## src/rtl/mips_pkg.sv

```systemverilog
`default_nettype none
// ============================================================================
//  Module      : mips_pkg
//  Description : Shared definitions for the MEM stage sequencer and the
//                MEM_WB store-select logic: sequencer state encoding, the
//                "no register write" writeback select and the default
//                memory wait limit.
//  Revision    : 1.0 - initial release
// ============================================================================
package mips_pkg;

    // MEM stage sequencer states, with an explicit encoding width.
    typedef enum logic [1:0] {
        S_IDLE   = 2'd0,
        S_ACCESS = 2'd1,
        S_DONE   = 2'd2
    } mem_state_t;

    // One-hot writeback select that targets no register.
    localparam logic [31:0] DSEL_NONE_DEFAULT = 32'h0000_0001;

    // Cycles in ACCESS without mem_ready before the access is abandoned.
    localparam int WAIT_MAX_DEFAULT = 15;

endpackage
`default_nettype wire

```

## src/rtl/wait_counter.sv

```systemverilog
`default_nettype none
// ============================================================================
//  Module      : wait_counter
//  Description : Saturating up counter with synchronous clear and count
//                enable. The terminal output is high while the count equals
//                TERMINAL. The counter stops there rather than wrapping, so a
//                late enable can never alias back to a small count.
//  Ports       : clk, reset    - clock, synchronous active-high reset
//                clear         - force the count to zero (wins over enable)
//                enable        - advance the count by one
//                terminal      - count == TERMINAL
//  Revision    : 1.0 - initial release
// ============================================================================
module wait_counter #(
    parameter int WIDTH    = 4,
    parameter int TERMINAL = 14
) (
    input  logic clk,
    input  logic reset,
    input  logic clear,
    input  logic enable,
    output logic terminal
);

    localparam logic [WIDTH-1:0] TC_VALUE = WIDTH'(TERMINAL);

    logic [WIDTH-1:0] count;

    always_ff @(posedge clk) begin
        if (reset) begin
            count <= '0;
        end else if (clear) begin
            count <= '0;
        end else if (enable && (count != TC_VALUE)) begin
            count <= count + WIDTH'(1);
        end
    end

    assign terminal = (count == TC_VALUE);

endmodule
`default_nettype wire

```

## src/rtl/mem_stage_ctrl.sv

```systemverilog
`default_nettype none
// ============================================================================
//  Module      : mem_stage_ctrl
//  Description : MEM stage sequencer for the pipelined MIPS core. Takes the
//                load/store held in EX/MEM, runs it against a variable-latency
//                data memory and stalls the front of the pipeline until the
//                memory answers or the wait limit expires. The result is then
//                offered to MEM_WB for exactly one cycle (DONE).
//  Ports       : clk, reset                   - clock, sync active-high reset
//                loadIn, storeIn               - request from EX/MEM
//                addrIn, storeDataIn, DselIn   - request operands
//                mem_ready, mem_rdata          - memory response
//                mem_req, mem_we               - memory strobes
//                daddrbus, databus             - memory address / write data
//                stall                         - freeze PC .. EX/MEM
//                wb_valid, wb_data, DselOut    - result for MEM_WB
//                bus_error                     - timeout pulse (DONE cycle)
//  Revision    : 1.0 - initial release
// ============================================================================
module mem_stage_ctrl
    import mips_pkg::*;
#(
    parameter int          WAIT_MAX  = WAIT_MAX_DEFAULT,
    parameter logic [31:0] DSEL_NONE = DSEL_NONE_DEFAULT
) (
    input  logic        clk,
    input  logic        reset,
    input  logic        loadIn,
    input  logic        storeIn,
    input  logic [31:0] addrIn,
    input  logic [31:0] storeDataIn,
    input  logic [31:0] DselIn,
    input  logic        mem_ready,
    input  logic [31:0] mem_rdata,
    output logic        mem_req,
    output logic        mem_we,
    output logic [31:0] daddrbus,
    output logic [31:0] databus,
    output logic        stall,
    output logic        wb_valid,
    output logic [31:0] wb_data,
    output logic [31:0] DselOut,
    output logic        bus_error
);

    localparam int CNT_WIDTH = $clog2(WAIT_MAX + 1);

    mem_state_t  state;
    logic        op_store;     // latched op: 1 = store, 0 = load
    logic [31:0] dsel_latched; // destination select of the latched load
    logic        access;
    logic        wait_expired;

    assign access = loadIn | storeIn;

    // ------------------------------------------------------------------------
    // Wait counter: cleared when a request is accepted, so it reads 0 in the
    // first ACCESS cycle and WAIT_MAX-1 in the last one allowed.
    // ------------------------------------------------------------------------
    wait_counter #(
        .WIDTH    (CNT_WIDTH),
        .TERMINAL (WAIT_MAX - 1)
    ) u_wait_counter (
        .clk      (clk),
        .reset    (reset),
        .clear    ((state == S_IDLE) && access),
        .enable   (state == S_ACCESS),
        .terminal (wait_expired)
    );

    // ------------------------------------------------------------------------
    // Stall is the only combinational output. It must rise in the same cycle
    // the request shows up in EX/MEM, otherwise the next instruction would
    // overwrite EX/MEM before the access is latched. It is forced low during
    // reset so the pipeline is never frozen by a stale state value.
    // ------------------------------------------------------------------------
    assign stall = ~reset & (((state == S_IDLE) & access) | (state == S_ACCESS));

    // ------------------------------------------------------------------------
    // Sequencer with registered outputs. Memory-side outputs are set on the
    // edge that enters ACCESS and cleared on the edge that leaves it, so
    // mem_req is high for exactly the ACCESS cycles.
    // ------------------------------------------------------------------------
    always_ff @(posedge clk) begin
        if (reset) begin
            state        <= S_IDLE;
            op_store     <= 1'b0;
            dsel_latched <= '0;
            mem_req      <= 1'b0;
            mem_we       <= 1'b0;
            daddrbus     <= '0;
            databus      <= '0;
            wb_valid     <= 1'b0;
            wb_data      <= '0;
            DselOut      <= DSEL_NONE;
            bus_error    <= 1'b0;
        end else begin
            case (state)
                S_IDLE: begin
                    wb_valid  <= 1'b0;
                    bus_error <= 1'b0;
                    DselOut   <= DSEL_NONE;
                    if (access) begin
                        // Store takes priority when both request bits are set.
                        op_store     <= storeIn;
                        dsel_latched <= DselIn;
                        daddrbus     <= addrIn;
                        databus      <= storeDataIn;
                        mem_req      <= 1'b1;
                        mem_we       <= storeIn;
                        state        <= S_ACCESS;
                    end
                end

                S_ACCESS: begin
                    if (mem_ready) begin
                        mem_req  <= 1'b0;
                        mem_we   <= 1'b0;
                        wb_valid <= 1'b1;
                        if (op_store) begin
                            wb_data <= '0;
                            DselOut <= DSEL_NONE;
                        end else begin
                            wb_data <= mem_rdata;
                            DselOut <= dsel_latched;
                        end
                        state <= S_DONE;
                    end else if (wait_expired) begin
                        // Abandon the access: no register is written back.
                        mem_req   <= 1'b0;
                        mem_we    <= 1'b0;
                        wb_valid  <= 1'b1;
                        wb_data   <= '0;
                        DselOut   <= DSEL_NONE;
                        bus_error <= 1'b1;
                        state     <= S_DONE;
                    end
                end

                S_DONE: begin
                    // Request inputs still show the completing instruction
                    // here, so they are not looked at. wb_data keeps its value.
                    wb_valid  <= 1'b0;
                    bus_error <= 1'b0;
                    DselOut   <= DSEL_NONE;
                    state     <= S_IDLE;
                end

                default: begin
                    mem_req   <= 1'b0;
                    mem_we    <= 1'b0;
                    wb_valid  <= 1'b0;
                    bus_error <= 1'b0;
                    DselOut   <= DSEL_NONE;
                    state     <= S_IDLE;
                end
            endcase
        end
    end

endmodule
`default_nettype wire

```

## config.mk

```make
export PLATFORM = sky130hd
export DESIGN_NAME = mem_stage_ctrl
export DESIGN_NICKNAME = d
export VERILOG_FILES = /design/src/rtl/mips_pkg.sv /design/src/rtl/wait_counter.sv /design/src/rtl/mem_stage_ctrl.sv
export SDC_FILE = /design/constraint.sdc
export NUM_CORES = 1
export LEC_CHECK = 0
export BUFFER_PORTS_ARGS = -buffer_cell sky130_fd_sc_hd__buf_2
export CAP_MARGIN = 5
export CORE_ASPECT_RATIO = 1.75
export CORE_UTILIZATION = 35
export DETAILED_ROUTE_END_ITERATION = 6
export GPL_ROUTABILITY_DRIVEN = 1
export PLACE_DENSITY = 0.69
export SLEW_MARGIN = 15
export SYNTH_ARGS = -nofsm -noshare
export SYNTH_HDL_FRONTEND = slang
export SYNTH_SLANG_ARGS = --single-unit
export TNS_END_PERCENT = 5
```

## constraint.sdc

```tcl
create_clock -name clk -period 2.8 [get_ports clk]
set_input_delay 0.42 -clock clk [delete_from_list [all_inputs] [get_ports clk]]
set_output_delay 0.42 -clock clk [all_outputs]
set_load 0.01 [all_outputs]
```

## Word-level counts from Yosys, hierarchy flattened

Index checks and enable logic that the tools add are counted.

| storage, ports and cells | value |
|---|---|
| register bits | 171 |
| output and inout bits | 133 |
| bits of input ports | 133 |
| logic and storage cells | 56 |

| cells by class | value |
|---|---|
| multiplexer cells | 18 |
| equality and inequality tests | 6 |
| bitwise gates (word level) | 8 |
| add/sub/neg operators | 1 |
| reductions and logical operators | 11 |

Operators by type and width:

| cell | count |
|---|---|
| $mux 32 | 6 |
| $reduce_and 2->1 | 4 |
| $mux 1 | 6 |
| $mux 2 | 3 |
| $pmux 1 s3 | 2 |
| $add 4x1->4 const B | 1 |
| $eq 4x4->1 const B | 1 |
| $ne 4x4->1 const B | 1 |
| $not 1->1 | 4 |
| $pmux 2 s2 | 1 |
| $reduce_or 2->1 | 2 |
| $ne 3x3->1 const B | 1 |
| $reduce_and 3->1 | 1 |
| $and 1x1->1 | 2 |
| $eq 2x1->1 const B | 1 |
| $eq 2x2->1 const B | 1 |
| $logic_and 1x1->1 | 2 |
| $logic_not 2->1 | 1 |
| $ne 2x2->1 const B | 1 |
| $or 1x1->1 | 2 |
| $reduce_bool 2->1 | 1 |

## Longest topological paths before layout

| logic depth | value |
|---|---|
| depth in word-level cells | 4 |
| depth in mapped cells | 7 |
| depth with buffers taken out | 5 |

## Modules after synthesis

A second synthesis with hierarchy kept.

| unflattened totals | value |
|---|---|
| cell total of the unflattened synthesis | 695 |
| area, all modules | 6231.0 um2 |

Modules (own cells, without submodules):

| module | times used | area an instance (um2) | cells each | sequential area each (um2) |
|---|---|---|---|---|
| mem_stage_ctrl | 1 | 6014.5 | 671 | 3343.2 |
| wait_counter | 1 | 216.5 | 24 | 80.1 |

## Worst setup path before layout

OpenSTA, ideal clock, no wires.

| path | value |
|---|---|
| path kind | in2out |
| from | input storeIn |
| to | output stall |
| stages on the path | 5 |
| setup slack | 1.296 ns |
| arrival | 1.084 ns |
| cells stage by stage | or2_1 -> buf_4 -> buf_6 -> nor2_1 -> nor3_1 |

| on the way | value |
|---|---|
| cells in the longest elaborated chain, start to end | 4 |

Ends and longest elaborated chain:

| element | RTL line | RTL |
|---|---|---|
| start: declaration | mem_stage_ctrl.sv:29 | `input logic storeIn,` |
| $or 1x1->1 | mem_stage_ctrl.sv:54 | `assign access = loadIn \| storeIn;` |
| $and 1x1->1 | mem_stage_ctrl.sv:77 | `assign stall = ~reset & (((state == S_IDLE) & access) \| (state == S_ACCESS));` |
| $or 1x1->1 | mem_stage_ctrl.sv:77 |  |
| $and 1x1->1 | mem_stage_ctrl.sv:77 |  |
| end: declaration | mem_stage_ctrl.sv:39 | `output logic stall,` |

No other way between the ends.

## Worst setup path in the final report

| path | value |
|---|---|
| from | register state[0] |
| to | output stall |

| on the way | value |
|---|---|
| cells in the longest elaborated chain, start to end | 4 |
| elaborated cells on any way between the ends | 5 |
| those cells by class | eq/ne: 1; bitwise: 3; reduce/logical: 1 |

Ends and longest elaborated chain:

| element | RTL line | RTL |
|---|---|---|
| start: declaration | mem_stage_ctrl.sv:48 | `mem_state_t state;` |
| start signal: assignment | mem_stage_ctrl.sv:86 | `state <= S_IDLE;` |
| start signal: assignment | mem_stage_ctrl.sv:111 | `state <= S_ACCESS;` |
| start signal: assignment | mem_stage_ctrl.sv:127 | `state <= S_DONE;` |
| $logic_not 2->1 | mem_stage_ctrl.sv:77 |  |
| $and 1x1->1 | mem_stage_ctrl.sv:77 |  |
| $or 1x1->1 (*) | mem_stage_ctrl.sv:77 |  |
| $and 1x1->1 (*) | mem_stage_ctrl.sv:77 |  |

Every way passes the cells marked *; elsewhere a longest branch is shown, timed or not.

==> impl_metrics.tcl <==
set metrics [dict create \
    num_rows 64 \
    most-common-layout-cells "buf_2, dfxtp_1, a21oi_1, nand3_1, o21ai_0" \
    postCtsSetupRepairBufs 0 \
    switchingPower_mw 1.52 \
    yosysUniqueCellTypes 37 \
    yosys_warnings 0 \
    power_frac_clock_pct 41.7 \
    synth_area_per_cell_sq_um 9.16 \
    cts_buffers 17 \
    period_share_pct 64.6 \
    cts.sinks 171 \
    syn_area_sq_um 6250 \
    pre_cts_ws_ns 0.833 \
    seq_area_frac_synth_pct 54.8 \
    layout_min_cycle_time_ns 1.81 \
    rsz0062_at_grt "false" \
    setup.worst_path.class "reg2out" \
    wl_um 18500 \
    placed_cell_area_sq_um 7600 \
    core_sq_um 17500 \
    cts_tree "done" \
    track_usage_pct 19.4 \
    grt_pass1_wl_um 27400 \
    grt_max_degree 99 \
    whs_path_depth 2 \
    finalNonFillerCells 1146 \
    p_sw_share_pct 26.4 \
    die_x_um 103 \
    die_h_um 179 \
    postRouteAntennaNets 0 \
    setup_ws_ns 0.992 \
    p_comb_share_pct 12.5 \
    holdWs_ns 0.216 \
    hp-class "in2reg" \
    place.gp.congestion 0.777 \
    cts_htree_levels 4 \
    grt_overflow 0 \
    grt_antenna_before_repair 0 \
    firstDrtPassIters 7 \
    hold_viol_final 0 \
    clockBufferDepth 2 \
    cts_resized 0 \
    boundaryPins 266 \
    cp-end-kind "primary output" \
    wl_per_cell_um 16.1 \
    hold_buffers 0 \
    p_int_mw 4.25 \
    setup_viol 0 \
    outcome "finished, final reports clean" \
    max_freq_mhz 553 \
    skew_ns 0.0135 \
    maxSlewViolCount 0 \
    start_util_pct 35.8 \
    ys_ff_latch 171 \
    syn_inst 682 \
    multi_input_area_sq_um 2430 \
    first_iter_violations 277 \
    grt_pass1_vias 5529 \
    syn_to_final_growth_pct 31.3 \
    crit_fanout 10 \
    io_buffers 265 \
    vdd.ir_drop.worst_mv 0.369 \
    reg2reg_slack_ns 1.07 \
    clk_latency_ns 0.42 \
    fillers 1783 \
    slew_headroom_pct 54.2 \
    path_clk_slew_ns 0.07 \
    cap_viol_max_count 0 \
    num_vias 5899 \
    critPathRequiredTime_ns 2.38 \
    routed_via_density 5.15 \
    cp-start-kind "flop" \
    worstMarginPinSlew_ns 0.687 \
    cellLeakagePower_nw 3.62 \
    dp.final_hpwl_um 11800 \
    num-nets-final 1037 \
    diodes 0 \
    worstRegToRegCells 6 \
    power_density_nw_per_um2 703 \
    die-area_sq_um 18400 \
    regArea_sq_um 3420 \
    layout-drive-gt1-share_pct 34.6 \
    drc 0 \
    seq_power_share_pct 45.9 \
    final_cell_area_sq_um 8210 \
    final_common_cell "buf_2" \
    cp.arrival_ns 1.39 \
    placedCellCount 1114 \
    syn_nets 817 \
    tns_ns 0 \
    root_buffer "clkbuf_16" \
]
-- critical path, stage by stage (launching register included) --
cell	delay (ns)
dfxtp_1	0.56
nor2_1	0.11
nor3_1	0.13
buf_2	0.18
-- state kept, by name, indices dropped and copies added (netlist names) --
signal	cells
daddrbus	32
mem_req	1
u_wait_counter.count	4
wb_valid	1
databus	32
bus_error	1
mem_we	1
op_store	1
DselOut	32
wb_data	32
dsel_latched	32
state	2
-- synth_stat cells --
cell type	instances	share of area [%]
nand2b_1	4	0.40
clkbuf_2	3	0.24
buf_2	18	1.4
o21ai_1	28	2.2
o21ai_0	69	5.5
nor2_4	2	0.36
and3_1	2	0.20
buf_6	10	1.8
a22o_1	32	4.5
nor2b_1	2	0.20
clkbuf_1	33	2.0
or2_1	2	0.20
or3_1	4	0.40
a211oi_1	1	0.12
o21ai_2	2	0.28
dfxtp_1	171	55
nand2_1	1	0.060
nor2_1	37	2.2
nor3_1	1	0.080
nand3b_1	1	0.12
a31o_2	1	0.14
ha_1	2	0.40
o32a_1	1	0.16
a21o_1	1	0.12
buf_4	4	0.48
inv_1	4	0.24
o31ai_1	2	0.24
o32ai_1	1	0.14
a2111oi_0	1	0.14
a21oi_1	104	8.3
a21oi_2	1	0.14
a22oi_1	31	3.7
a31oi_2	1	0.20
nand3_1	97	7.8
and2b_4	1	0.16
or2_2	1	0.10
buf_1	6	0.36
-- metrics by stage --
stage	total power [mW]	utilization (%)
3_5_place_dp	3.43	43.5
6_report	5.77	47.0
4_1_cts	5.85	47.0
5_1_grt	6.03	47.0
2_1_floorplan	3.14	-
3_3_place_gp	3.42	43.5
-- power groups by stage --
| stage | clock network, mW | logic (mW) | registers (mW) |
|---|---|---|---|
| 2_1_floorplan | 0 | 0.401 | 2.74 |
| 3_3_place_gp | 0 | 0.718 | 2.70 |
| 3_5_place_dp | 0 | 0.727 | 2.70 |
| 4_1_cts | 2.48 | 0.728 | 2.65 |
| 5_1_grt | 2.57 | 0.797 | 2.66 |
| 6_report | 2.40 | 0.720 | 2.65 |
-- layout make-up --
type / count / area share [%]
Timing Repair Buffer: 275 / 17.6
Clock buffer: 20 / 5.56
Inverter: 4 / 0.183
Multi-Input combinational cell: 433 / 29.6
Sequential cell: 171 / 41.7
Tap cell: 231 / 3.52
Clock inverter: 12 / 1.88
-- path summary, 6_finish.rpt --
| check | start | to |
|---|---|---|
| hold reg to reg | dsel_latched[26] | dsel_latched[26] |
| hold / removal | mem_rdata[22] | wb_data[22] |
| setup reg to reg | u_wait_counter.count[0] | wb_data[24] |
| setup / recovery | state[0] | stall |
-- kinds of logic (layout without fill, tap and decap cells) --
| family | Yosys count | after routing | share of synthesized area, % |
|---|---|---|---|
| buffers and inverters | 78 | 311 | 6.55 |
| AO/OA/AOI/OAI | 276 | 276 | 26.0 |
| AND/OR/NAND/NOR | 155 | 155 | 12.3 |
| adder cells (fa/ha/maj) | 2 | 2 | 0.400 |
| flip-flops | 171 | 171 | 54.8 |
-- layer usage --
metal / vias up / track usage (%) / wire length [um]
li1: 2892 / - / -
met1: 2761 / 20.7 / 7310
met2: 218 / 35.4 / 9550
met3: 28 / 4.64 / 1160
met4: 0 / 8.57 / 439
met5: - / 0 / 0
(Power assumes the default switching activity.)
